===== config.mk =====
export PLATFORM = sky130hd
export DESIGN_NAME = issue_queue
export DESIGN_NICKNAME = d
export VERILOG_FILES = /design/src/rtl/issue_queue.sv
export SDC_FILE = /design/constraint.sdc
export NUM_CORES = 1
export LEC_CHECK = 0
export CAP_MARGIN = 30
export CORE_MARGIN = 2
export CORE_UTILIZATION = 59
export DETAILED_ROUTE_END_ITERATION = 12
export PLACE_DENSITY = 0.79
export SYNTH_ARGS = -nofsm -noshare
export SYNTH_HDL_FRONTEND = slang
export SYNTH_SLANG_ARGS = --single-unit

===== constraint.sdc =====
create_clock -name clk_i -period 6 [get_ports clk_i]
set_clock_uncertainty 0.2 [all_clocks]
set_input_delay 1.5 -clock clk_i [delete_from_list [all_inputs] [get_ports clk_i]]
set_output_delay 1.5 -clock clk_i [all_outputs]
set_load 0.03 [all_outputs]

===== src/rtl/issue_queue.sv =====
// -----------------------------------------------------------------------------
// issue_queue
//
// Collapsing, age-ordered issue queue that sits directly after rename. It
// accepts renamed instructions in program order and holds each one until all
// of its valid sources are ready. Sources are woken up by the physical-register
// broadcast. The oldest ready entry is offered to execute through a
// valid/ready handshake.
//
// Slots [0 .. count-1] hold live entries, with slot 0 the oldest. Every slot
// at or above count holds all zeros. Removing an entry compacts every younger
// entry down by one slot, so age order is never disturbed.
//
// Optional feature (compile-time macro):
//   IQ_FLUSH_EN : a mispredicted branch (br_result_i valid, hit clear) clears
//                 the whole queue in that cycle. When the macro is undefined,
//                 br_result_i is ignored and no flush logic exists.
//
// Packed port layouts (MSB first):
//   rinstr_t    [24:0] : {valid, rd, rs1, rs2}
//                        each operand [7:0] is {valid, idx[5:0], ready}
//   p_reg_t     [6:0]  : {valid, idx[5:0]}
//   br_result_t [1:0]  : {valid, hit}
//
// Ports:
//   clk_i          clock; all state updates on the rising edge
//   rst_ni         asynchronous active-low reset
//   rinstr_i       renamed instruction from rename
//   p_wb_i         wakeup broadcast
//   br_result_i    branch outcome (used only with IQ_FLUSH_EN)
//   issue_ready_i  execute stage can accept an instruction this cycle
//   issue_o        oldest ready instruction; all zeros when nothing issuable
//   iq_full_o      queue cannot accept rinstr_i this cycle
//   iq_count_o     number of occupied slots
// -----------------------------------------------------------------------------
module issue_queue #(
    parameter int DEPTH = 8,
    parameter int CNT_W = $clog2(DEPTH + 1)
) (
    input  logic             clk_i,
    input  logic             rst_ni,
    input  logic [24:0]      rinstr_i,
    input  logic [6:0]       p_wb_i,
    input  logic [1:0]       br_result_i,
    input  logic             issue_ready_i,
    output logic [24:0]      issue_o,
    output logic             iq_full_o,
    output logic [CNT_W-1:0] iq_count_o
);

    typedef struct packed {
        logic       valid;
        logic [5:0] idx;
        logic       ready;
    } src_t;

    typedef struct packed {
        logic valid;
        src_t rd;
        src_t rs1;
        src_t rs2;
    } rinstr_t;

    // -------------------------------------------------------------------------
    // Helpers
    // -------------------------------------------------------------------------
    function automatic src_t wake_src(src_t s, logic wb_valid, logic [5:0] wb_idx);
        src_t r;
        r = s;
        if (wb_valid && s.valid && (s.idx == wb_idx)) begin
            r.ready = 1'b1;
        end
        return r;
    endfunction

    // Destination fields are never touched by a wakeup.
    function automatic rinstr_t wake_entry(rinstr_t e, logic wb_valid, logic [5:0] wb_idx);
        rinstr_t r;
        r     = e;
        r.rs1 = wake_src(e.rs1, wb_valid, wb_idx);
        r.rs2 = wake_src(e.rs2, wb_valid, wb_idx);
        return r;
    endfunction

    function automatic logic entry_ready(rinstr_t e);
        return (!e.rs1.valid || e.rs1.ready) && (!e.rs2.valid || e.rs2.ready);
    endfunction

    // -------------------------------------------------------------------------
    // State
    // -------------------------------------------------------------------------
    rinstr_t          slots_q [DEPTH];
    rinstr_t          slots_d [DEPTH];
    logic [CNT_W-1:0] count_q;
    logic [CNT_W-1:0] count_d;

    // -------------------------------------------------------------------------
    // Input decode
    // -------------------------------------------------------------------------
    rinstr_t    enq_entry;
    logic       wb_valid;
    logic [5:0] wb_idx;
    logic       flush;

    assign enq_entry = rinstr_i;
    assign wb_valid  = p_wb_i[6];
    assign wb_idx    = p_wb_i[5:0];

`ifdef IQ_FLUSH_EN
    assign flush = br_result_i[1] && !br_result_i[0];
`else
    logic unused_br_result;
    assign unused_br_result = ^br_result_i;
    assign flush            = 1'b0;
`endif

    // -------------------------------------------------------------------------
    // Select: lowest-index ready slot among the occupied ones
    // -------------------------------------------------------------------------
    logic             sel_found;
    logic [CNT_W-1:0] sel_idx;
    rinstr_t          sel_entry;

    always_comb begin
        sel_found = 1'b0;
        sel_idx   = '0;
        sel_entry = '0;
        for (int unsigned i = 0; i < DEPTH; i++) begin
            if (!sel_found && (CNT_W'(i) < count_q) && entry_ready(slots_q[i])) begin
                sel_found = 1'b1;
                sel_idx   = CNT_W'(i);
                sel_entry = slots_q[i];
            end
        end
    end

    rinstr_t issue_entry;
    logic    do_issue;
    logic    do_enq;

    // A flush cycle suppresses the offer so no handshake can complete.
    assign issue_entry = (sel_found && !flush) ? sel_entry : '0;
    assign issue_o     = issue_entry;
    assign do_issue    = issue_entry.valid && issue_ready_i;

    // Full depends only on registered count; a same-cycle issue gives no credit.
    assign iq_full_o   = (count_q == CNT_W'(DEPTH));
    assign iq_count_o  = count_q;
    assign do_enq      = enq_entry.valid && !iq_full_o;

    // -------------------------------------------------------------------------
    // Next state: compact past the issued slot, wake up, then append
    // -------------------------------------------------------------------------
    // ext carries one extra all-zero slot so the top slot shifts in zeros
    // without an out-of-range read.
    rinstr_t          ext [DEPTH+1];
    logic [CNT_W-1:0] cnt_mid;

    always_comb begin
        for (int unsigned i = 0; i < DEPTH; i++) begin
            ext[i] = slots_q[i];
        end
        ext[DEPTH] = '0;

        cnt_mid = count_q - CNT_W'(do_issue);

        for (int unsigned i = 0; i < DEPTH; i++) begin
            if (do_issue && (CNT_W'(i) >= sel_idx)) begin
                slots_d[i] = ext[i+1];
            end else begin
                slots_d[i] = ext[i];
            end
            slots_d[i] = wake_entry(slots_d[i], wb_valid, wb_idx);

            // The incoming entry lands just behind the surviving entries and
            // sees the same-cycle wakeup.
            if (do_enq && (CNT_W'(i) == cnt_mid)) begin
                slots_d[i] = wake_entry(enq_entry, wb_valid, wb_idx);
            end
        end

        count_d = cnt_mid + CNT_W'(do_enq);

        if (flush) begin
            for (int unsigned i = 0; i < DEPTH; i++) begin
                slots_d[i] = '0;
            end
            count_d = '0;
        end
    end

    always_ff @(posedge clk_i or negedge rst_ni) begin
        if (!rst_ni) begin
            for (int unsigned i = 0; i < DEPTH; i++) begin
                slots_q[i] <= '0;
            end
            count_q <= '0;
        end else begin
            for (int unsigned i = 0; i < DEPTH; i++) begin
                slots_q[i] <= slots_d[i];
            end
            count_q <= count_d;
        end
    end

endmodule


After elaboration in Yosys (flattened, before gate mapping)
Index checks and enable logic that the tools add are counted.
{ "classes": {"n_eq_ne": 26, "reduce_logical": 142, "addsub": 2, "magnitude_cmp": 16, "n_mux": 58} }
{ "op_table": {"columns": ["cell", "n"], "rows": [
  ["25-bit 2-to-1 mux", 25],
  ["6-bit equality test", 18],
  ["1-bit logical AND", 77],
  ["3-bit nonzero test", 16],
  ["1-bit 2-to-1 mux", 27],
  ["1-bit logical NOT", 24],
  ["4-bit 2-to-1 mux", 5],
  ["3-bit by 4-bit equality test with 1-bit output (first input constant)", 4],
  ["3-bit by 4-bit greater-or-equal comparator with 1-bit output (first input constant)", 4],
  ["1-bit logical OR", 16],
  ["3-bit by 4-bit < comparator with 1-bit output (first input constant)", 4],
  ["2-bit nonzero test", 8],
  ["2-bit by 4-bit equality test with 1-bit output (first input constant)", 2],
  ["1-bit by 4-bit greater-or-equal comparator with 1-bit output (first input constant)", 2],
  ["2-bit by 4-bit greater-or-equal comparator with 1-bit output (first input constant)", 2],
  ["1-bit by 4-bit < comparator with 1-bit output (first input constant)", 2],
  ["2-bit by 4-bit < comparator with 1-bit output (first input constant)", 2],
  ["4-bit by 1-bit adder with 4-bit output", 1],
  ["1-bit by 4-bit equality test with 1-bit output (first input constant)", 1],
  ["4-bit equality test (second input constant)", 1],
  ["4-bit logical NOT", 1],
  ["4-bit by 1-bit subtractor with 4-bit output", 1],
  ["2-bit 2-to-1 mux", 1]
]} }
{ "word_totals": {"elab_cells": 325, "regBits": 204, "output_inout_bits": 30} }

Depth between registers and ports, before layout
Gate-level depths: netlist (run 1).
{ "logic_depth": {"depth_word": 41, "ltp_mapped": 21} }

Least setup slack after synthesis (run 1)
No wires, ideal clock.
{ "synth_timing": {"path_kind": "flip-flop to output port", "from": "register count_q[3], in the netlist iq_count_o[3]", "to": "output port issue_o[10]", "t_required_ns": 4.300, "setup_slack_ns": 1.230, "arrival_time_ns": 3.070, "path_stages_with_launch": 10, "path_buffers": 3, "cell_sequence": "dfrtp_1 buf_2 or2_2 a311oi_1 o311ai_1 nor4_1 clkbuf_1 clkbuf_1 a211oi_1 a31oi_1"} }
{ "synth_between": {"elab_chain_cells": 32} }
{ "synth_lines": {"columns": ["item", "line", "source"], "rows": [
  ["from (decl)", "94", "logic [CNT_W-1:0] count_q;"],
  ["from (signal assigned)", "202", "count_q <= count_d;"],
  ["1-bit by 4-bit < comparator with 1-bit output", "129", "if (!sel_found && (CNT_W'(i) < count_q) && entry_ready(slots_q[i])) begin"],
  ["1-bit logical AND", "129", null],
  ["1-bit 2-to-1 mux", "129", null],
  ["1-bit logical NOT", "129", null],
  ["1-bit logical AND (2 in a row)", "129", null],
  ["1-bit 2-to-1 mux", "129", null],
  ["1-bit logical NOT", "129", null],
  ["1-bit logical AND (2 in a row)", "129", null],
  ["(+12 left out)", null, null],
  ["1-bit 2-to-1 mux", "129", null],
  ["1-bit logical NOT", "129", null],
  ["1-bit logical AND (2 in a row)", "129", null],
  ["1-bit 2-to-1 mux", "129", null],
  ["1-bit logical NOT", "129", null],
  ["1-bit logical AND (2 in a row)", "129", null],
  ["25-bit 2-to-1 mux or 1-bit 2-to-1 mux (tied branches)", "129", null],
  ["25-bit 2-to-1 mux *", "142", "assign issue_entry = (sel_found && !flush) ? sel_entry : '0;"],
  ["to (decl)", "46", "output logic [24:0] issue_o,"]
]} }
Mark *: on every way between the ends. The rest lies on a longest branch, timed or not.

Final worst setup path (run 1)
{ "layout_timing": {"from": "register count_q[2], in the netlist iq_count_o[2]", "to": "output port issue_o[3]"} }
The elaborated chain is that of the path after synthesis.

==> key figures, run 1 <==
Worst setup path
  • Critical path startpoint: iq_count_o[2]
  • Crit Path Category: flip-flop to output pin
  • Setup crit start kind: flip-flop
  • Slowest-stage cell, CP: and2_1
  • Data arrival time of the critical path: between 4 and 5 ns
  • Bufs and invs on worst path: 1
  • CP max FO: 18
  • Cells along the critical path: nor2_1, nor3_2, and2_1, nand2_1, nand3_1, a211oi_1, a31oi_1, clkdlybuf4s50_1
  • Levels on crit path: 8
  • Worst Setup EP: issue_o[3]
  • R2R Path End: ext[158]
  • Critical Path Max Stage Delay: 0.81 ns
  • Worst Path Required: 4.30 ns
  • Reg-to-reg startpoint: iq_count_o[2]
  • Top cell family by delay on the critical path: simple AND/OR/NAND/NOR gates
  • Reg2Reg Setup Slack: 0.55 ns
  • Reg2Reg Depth: 18
  • CP endpoint kind: output pin

Synthesis
  • Synth Area per Inst: 8.40 µm²
  • #FFs+latches synth: 204
  • Syn_nets: 1592
  • Synth warn: 0
  • Seq/Total Area, Yosys: 39.2%
  • Unique masters post-synth: 73
  • Synth area leader: dfrtp_1
  • Synth top area share: 39.2%
  • Mapped Cells: approximately 1600
  • Async S/R FF share, synth: 100%
  • Mapped cell area: 0.0130 mm²
  • Number of synthesized flops with an enable pin: 0
  • Synth Flop Type: dfrtp_1
  • Area contributors post-synth: dfrtp_1 (39%), mux2i_1 (11%), nand2_1 (8.3%)

Drt
  • DR pass1 iterations: 7
  • ANT nets after route: 0
  • DR vias/cell: 6.61
  • Via Count: 12267
  • Wire per inst: about 23 µm
  • DR iter-0 viols: approximately 1200
  • WL final: 42000 µm
  • Residual DRC: 0

Flow run
  • Max Cap Viol: 0

STA
  • Slew Limit Fails: 0
  • Min Tclk post-route: 5.77 ns
  • Rel. slew slack: between 30% and 40%
  • RSZ-0062 raised after global routing: no
  • Smallest hold slack: roughly 0.32 ns
  • Final Cycle Share: between 90% and 100%
  • Final Hold Vio Count: 0
  • Final setup vio count: 0
  • Fmax: 0.173 GHz
  • Worst Max-Slew Pin Slew: roughly 1.0 ns
  • Post-Route Setup TNS: 0 ns

Layout
  • NumNets Final: ~1600
  • Diode count: 0
  • Layout cell share with drive strength beyond 1: 7.87%
  • Area Overhead vs Synth: 13.9%

GRT
  • Global route overflow: 0
  • Global-route wire length before repair: between 60000 and 70000 µm
  • Gr usage total: a little over a third
  • Initial antenna violation count: 0
  • Vias in the first global route: 11911
  • Largest net degree at the start of global routing: 120

Placed design
  • GP Congestion: 0.954
  • Hpwl dp: 29100 µm
  • # port buffers: 64

Clock tree
  • H-Tree Depth: 1
  • PostCTS Resize Cnt: 0
  • TritonCTS clock tree: done
  • CTS root buf: clkbuf_16
  • Clk slew on worst S/H paths: 0.06 ns
  • Cts-stage hold buffer count: 0
  • Skew-Pair Late Insertion Delay: 0.53 ns
  • Clock sink count: 204
  • Maximum clock insertion buffer count: 3
  • Post-CTS setup buffers: 0
  • CTS Buf Count: 24

Pwr
  • Clock share of power: 17.7%
  • Int Pwr: 4.96 mW
  • VDD IR max: 0.385 mV
  • Switching power share of the total: between 40% and 50%
  • Reg power frac: 28.7%
  • Power per cell area: 621 mW/mm²
  • Combinational Power Share: 53.6%
  • Post-layout total power: 9.20 mW
  • Net switching power: 4.25 mW
  • Pleak: around 6.5 nW

Die
  • Top Ports: 67
  • Rows: 54
  • Core area: 0.0218 mm²
  • Die area: around 0.023 mm²
  • Initial Util: between 50% and 60%
  • Die Y: between 150 and 200 µm
  • Die Wd: about 150 µm

Status
  • Status: finished, final reports clean

Min path
  • WHS Path Cells: 2
  • Hold crit path type: flip-flop to flip-flop
area by class of cell:
| cell class | instances | area (µm²) |
|---|---|---|
| Multi-Input combinational cell | 1180 | 7310 |
| Fill cell | 1795 | 6920 |
| Sequential cell | 204 | 5100 |
| Timing Repair Buffer | 115 | 1060 |
| Clock buffer | 34 | 698 |
| Tap cell | 280 | 350 |
| Clock inverter | 10 | 186 |
| Inverter | 32 | 120 |
Yosys cell counts, types with 26 or more instances:
| master | count |
|---|---|
| clkbuf_1 | 93 |
| a21oi_1 | 79 |
| o21ai_0 | 133 |
| xnor2_1 | 52 |
| mux2i_1 | 139 |
| inv_1 | 30 |
| a31oi_1 | 33 |
| nand2_1 | 288 |
| a222oi_1 | 26 |
| dfrtp_1 | 204 |
| xor2_1 | 34 |
| nor2_1 | 105 |
| nand3_1 | 71 |
placed cells by master (no fill, tap or decap), types with 9 or more instances in the layout:
| master | Yosys | final |
|---|---|---|
| buf_4 | 1 | 48 |
| o31ai_1 | 9 | 9 |
| dfrtp_1 | 204 | 204 |
| inv_1 | 30 | 30 |
| o2111ai_1 | 11 | 11 |
| xnor2_1 | 52 | 52 |
| mux2_2 | 12 | 12 |
| nor2_1 | 105 | 103 |
| o211ai_1 | 10 | 10 |
| nand2b_1 | 15 | 15 |
| xor2_1 | 34 | 34 |
| clkdlybuf4s50_1 | 0 | 63 |
| nand2_1 | 288 | 288 |
| clkbuf_16 | 0 | 24 |
| o21ai_0 | 133 | 133 |
| mux2i_1 | 139 | 139 |
| a21oi_1 | 79 | 78 |
| a221o_1 | 9 | 9 |
| nand3_1 | 71 | 70 |
| a211oi_1 | 14 | 14 |
| nor3_1 | 10 | 9 |
| a31oi_1 | 33 | 33 |
| nor2b_1 | 14 | 12 |
| a222oi_1 | 26 | 26 |
per-layer routing:
metal / GRT usage (%) / vias to the layer above / wire (µm)
met5: 0 / - / 0
met4: 19.4 / 0 / 2600
met3: 4.55 / 170 / 3470
met2: 57.0 / 712 / 19800
met1: 46.4 / 5863 / 16200
li1: - / 5522 / -
power groups by stage:
stage	Clock [mW]	Combinational, mW	Sequential [mW]
after floorplan	0	3.43	2.42
after global placement	0	4.70	2.62
after detailed placement	0	4.81	2.64
after CTS	1.64	4.84	2.62
after global routing	1.69	5.28	2.71
final	1.63	4.93	2.64
worst min path at each step:
stage | from | endpoint | slack, ns
6_report | ext[49] | ext[49] | 0.32
5_1_grt | ext[99] | ext[99] | 0.35
2_1_floorplan | ext[49] | ext[49] | 0.26
3_3_place_gp | ext[99] | ext[99] | 0.29
4_1_cts | ext[99] | ext[99] | 0.32
3_5_place_dp | ext[49] | ext[49] | 0.30
metrics by stage:
| stage | instance area [µm²] | setup slack (ns) | instances | util [%] |
|---|---|---|---|---|
| 2_1_floorplan | 13000 | 1.23 | 1551 | - |
| 4_1_cts | 14800 | 0.293 | 1853 | 68.0 |
| 3_3_place_gp | 13900 | 0.825 | 1807 | 63.8 |
| 3_5_place_dp | 13900 | 0.743 | 1809 | 63.9 |
| 5_1_grt | 14800 | 0.0266 | 1855 | 68.2 |
| 6_report | 14800 | 0.231 | 1855 | 68.2 |
sequential cells by signal, indices dropped and copies added (netlist names):
name        cells
ext           200
iq_count_o      4
cells by family (layout without fill, tap and decap cells):
logic type               after synthesis  in the layout  share of synthesized area, %
AO/OA/AOI/OAI                        393            393                          19.7
XOR/XNOR                              86             86                          5.78
adder cells (fa/ha/maj)                4              4                         0.384
buffers and inverters                167            191                          5.05
flip-flops                           204            204                          39.2
multiplexers                         151            151                          11.7
AND/OR/NAND/NOR                      546            546                          18.2
worst min-delay path, cell delays in order (launching register included):
cell and delay [ns]:
dfrtp_1 0.37, nand2_1 0.06, nand2_1 0.06
No activity file was read; power rests on OpenSTA's default activity.
==> run 2: changes to the inputs <==
--- a/config.mk
+++ b/config.mk
@@ -6,7 +6,7 @@
 export NUM_CORES = 1
 export LEC_CHECK = 0
 export CAP_MARGIN = 30
-export CORE_MARGIN = 2
+export CORE_MARGIN = 4
 export CORE_UTILIZATION = 59
 export DETAILED_ROUTE_END_ITERATION = 12
 export PLACE_DENSITY = 0.79
==> run 2 against run 1 <==
  * Global-route usage down 1.0 points
  * Power down 2.1%
  * Worst hold slack got worse by 0.018 ns
  * Combinational power rose by 1%
  * Sequential cell count did not move
  * Highest routed layer unchanged
  * Clock power is 14% lower
  * Cell area is 0.72% lower
  * Largest power group unchanged
  * First-iteration DRC count increased by 32%
==> key figures, run 2 (synthesized netlist as in run 1, its figures left out) <==
Status
  • Status: finished, final reports clean

Clock tree
  • H-Tree Depth: 1 (unchanged)
  • PostCTS Resize Cnt: 0 (unchanged)
  • Maximum clock insertion buffer count: 3 (unchanged)
  • Cts-stage hold buffer count: 0 (unchanged)
  • CTS Buf Count: 24 (unchanged)
  • Skew-Pair Late Insertion Delay: 0.54 ns (about the same)
  • Post-CTS setup buffers: 0 (unchanged)
  • CTS root buf: clkbuf_16
  • TritonCTS clock tree: done
  • Clock sink count: 204 (unchanged)
  • Clk slew on worst S/H paths: 0.06 ns (about the same)

STA
  • Slew Limit Fails: 0 (unchanged)
  • Worst Max-Slew Pin Slew: 1.01 ns (-0.0220 ns)
  • Final Cycle Share: 92.5% (-3.7 points)
  • RSZ-0062 raised after global routing: no
  • Smallest hold slack: 0.299 ns (-0.0181 ns)
  • Post-Route Setup TNS: 0 ns (unchanged)
  • Rel. slew slack: 32.0% (+1.5 points)
  • Final setup vio count: 0 (unchanged)
  • Worst setup margin: 0.453 ns (+0.221 ns)
  • Fmax: 0.180 GHz (+4.0%)
  • Final Hold Vio Count: 0 (unchanged)
  • Min Tclk post-route: 5.55 ns (-0.221 ns)

Layout
  • Layout cell share with drive strength beyond 1: 7.44% (-0.43 points)
  • Area Overhead vs Synth: 13.0%
  • Multi-input logic area: 0.00731 mm² (unchanged)
  • Sequential cell area: 0.00510 mm² (unchanged)
  • Commonest non-fill, non-tap cell in the layout: nand2_1
  • Fillers: 1813 (+1.0%)
  • Number of flip-flops in the largest register: 200 (unchanged)
  • Most frequent cells in the layout: nand2_1 (288), dfrtp_1 (204), mux2i_1 (139)
  • Diode count: 0 (unchanged)
  • Post-layout instance area: 0.0147 mm² (-0.72%)
  • NumNets Final: 1597 (-0.063%)

Die
  • Die Y: 157 µm (+2.6%)
  • Die area: 0.0245 mm² (+5.3%)
  • Rows: 54 (unchanged)
  • Top Ports: 67 (unchanged)
  • Core area: 0.0218 mm² (unchanged)
  • Initial Util: 59.9% (unchanged)
  • Die Wd: 157 µm (+2.6%)

Min path
  • Hold crit path type: flip-flop to flip-flop

Placed design
  • Placed Instance Area: 0.0140 mm² (+0.61%)
  • GP Congestion: 0.988 (+3.5%)
  • Pre-CTS setup slack: 0.928 ns (+0.185 ns)
  • Hpwl dp: 28800 µm (-0.78%)
  • # port buffers: 64 (unchanged)

GRT
  • Gr usage total: 34.3% (-1.0 points)
  • Global route overflow: 0 (unchanged)
  • Global-route wire length before repair: 66700 µm (+1.1%)
  • Largest net degree at the start of global routing: 110 (-8.3%)
  • Vias in the first global route: 12142 (+1.9%)
  • Initial antenna violation count: 0 (unchanged)

Drt
  • DR pass1 iterations: 8 (+1)
  • DR iter-0 viols: 1583 (+32%)
  • Wire per inst: 22.8 µm (+0.75%)
  • Via Count: 12341 (+0.60%)
  • WL final: 42300 µm (+0.59%)
  • DR vias/cell: 6.66 (+0.77%)
  • ANT nets after route: 0 (unchanged)
  • Residual DRC: 0 (unchanged)

Worst setup path
  • Setup crit start kind: flip-flop
  • Worst Path Required: 4.30 ns (about the same)
  • CP max FO: 23 (+5)
  • Data arrival time of the critical path: 3.85 ns (-0.22 ns)
  • Crit Path Category: flip-flop to output pin
  • CP endpoint kind: output pin

Flow run
  • Max Cap Viol: 0 (unchanged)

Pwr
  • Pleak: 6.44 nW (-0.91%)
  • VDD IR max: 0.357 mV (-7.2%)
  • Power per cell area: 612 mW/mm² (-1.4%)
run 2: cell types whose count changed in the layout (fill, tap and decap cells not counted):
cell / change
buf_12: +4
buf_4: -5
bufinv_16: -5
clkbuf_1: +4
clkbuf_8: -1
run 2: area by class of cell:
cell class | instances | area share [%]
Clock buffer | 37 | 4.75
Clock inverter | 5 | 0.246
Inverter | 32 | 0.816
Multi-Input combinational cell | 1180 | 49.6
Sequential cell | 204 | 34.7
Tap cell | 280 | 2.38
Timing Repair Buffer | 114 | 7.50
run 2: worst max-delay path: stages (launching register included):
cell and delay [ns]:
dfrtp_1 0.54, or2_2 0.36, o311a_1 0.37, buf_8 0.20
a222oi_1 0.59, o211ai_1 0.29, a221o_1 0.35, clkdlybuf4s50_1 0.61
run 2: path summary, 6_finish.rpt:
kind                                 endpoint  depth (start not counted)           from  slack (ns)
max in group asynchronous            ext[122]                          3         rst_ni        3.77
worst min-delay path                  ext[99]                          2        ext[99]        0.30
min in group asynchronous       iq_count_o[2]                          1         rst_ni        0.64
worst max-delay path              issue_o[13]                          7  iq_count_o[2]        0.45
worst min register to register        ext[99]                          2        ext[99]        0.30
worst max register to register        ext[87]                         17  iq_count_o[2]        0.83
run 2: through the flow:
step / power, mW / utilization, % / cells
after floorplan: 5.86 / - / 1551
after global placement: 7.34 / 64.0 / 1807
after detailed placement: 7.50 / 64.3 / 1810
after CTS: 8.91 / 67.7 / 1852
after global routing: 9.52 / 67.7 / 1852
final: 9.01 / 67.7 / 1852
run 2: per-layer routing:
layer | GRT usage [%] | up-vias | routed length (µm)
met5 | 0 | - | 0
met4 | 18.6 | 0 | 3000
met3 | 5.95 | 225 | 3780
met2 | 54.9 | 721 | 19400
met1 | 44.4 | 5852 | 16100
li1 | - | 5543 | -
run 2: report_power, final:
group	switching [mW]	internal [mW]	leakage, nW	total, mW
clock network	0.597	0.799	0.364	1.40
registers	0.669	1.97	2.60	2.64
logic	2.98	1.99	3.47	4.98
total	4.25	4.76	6.44	9.01
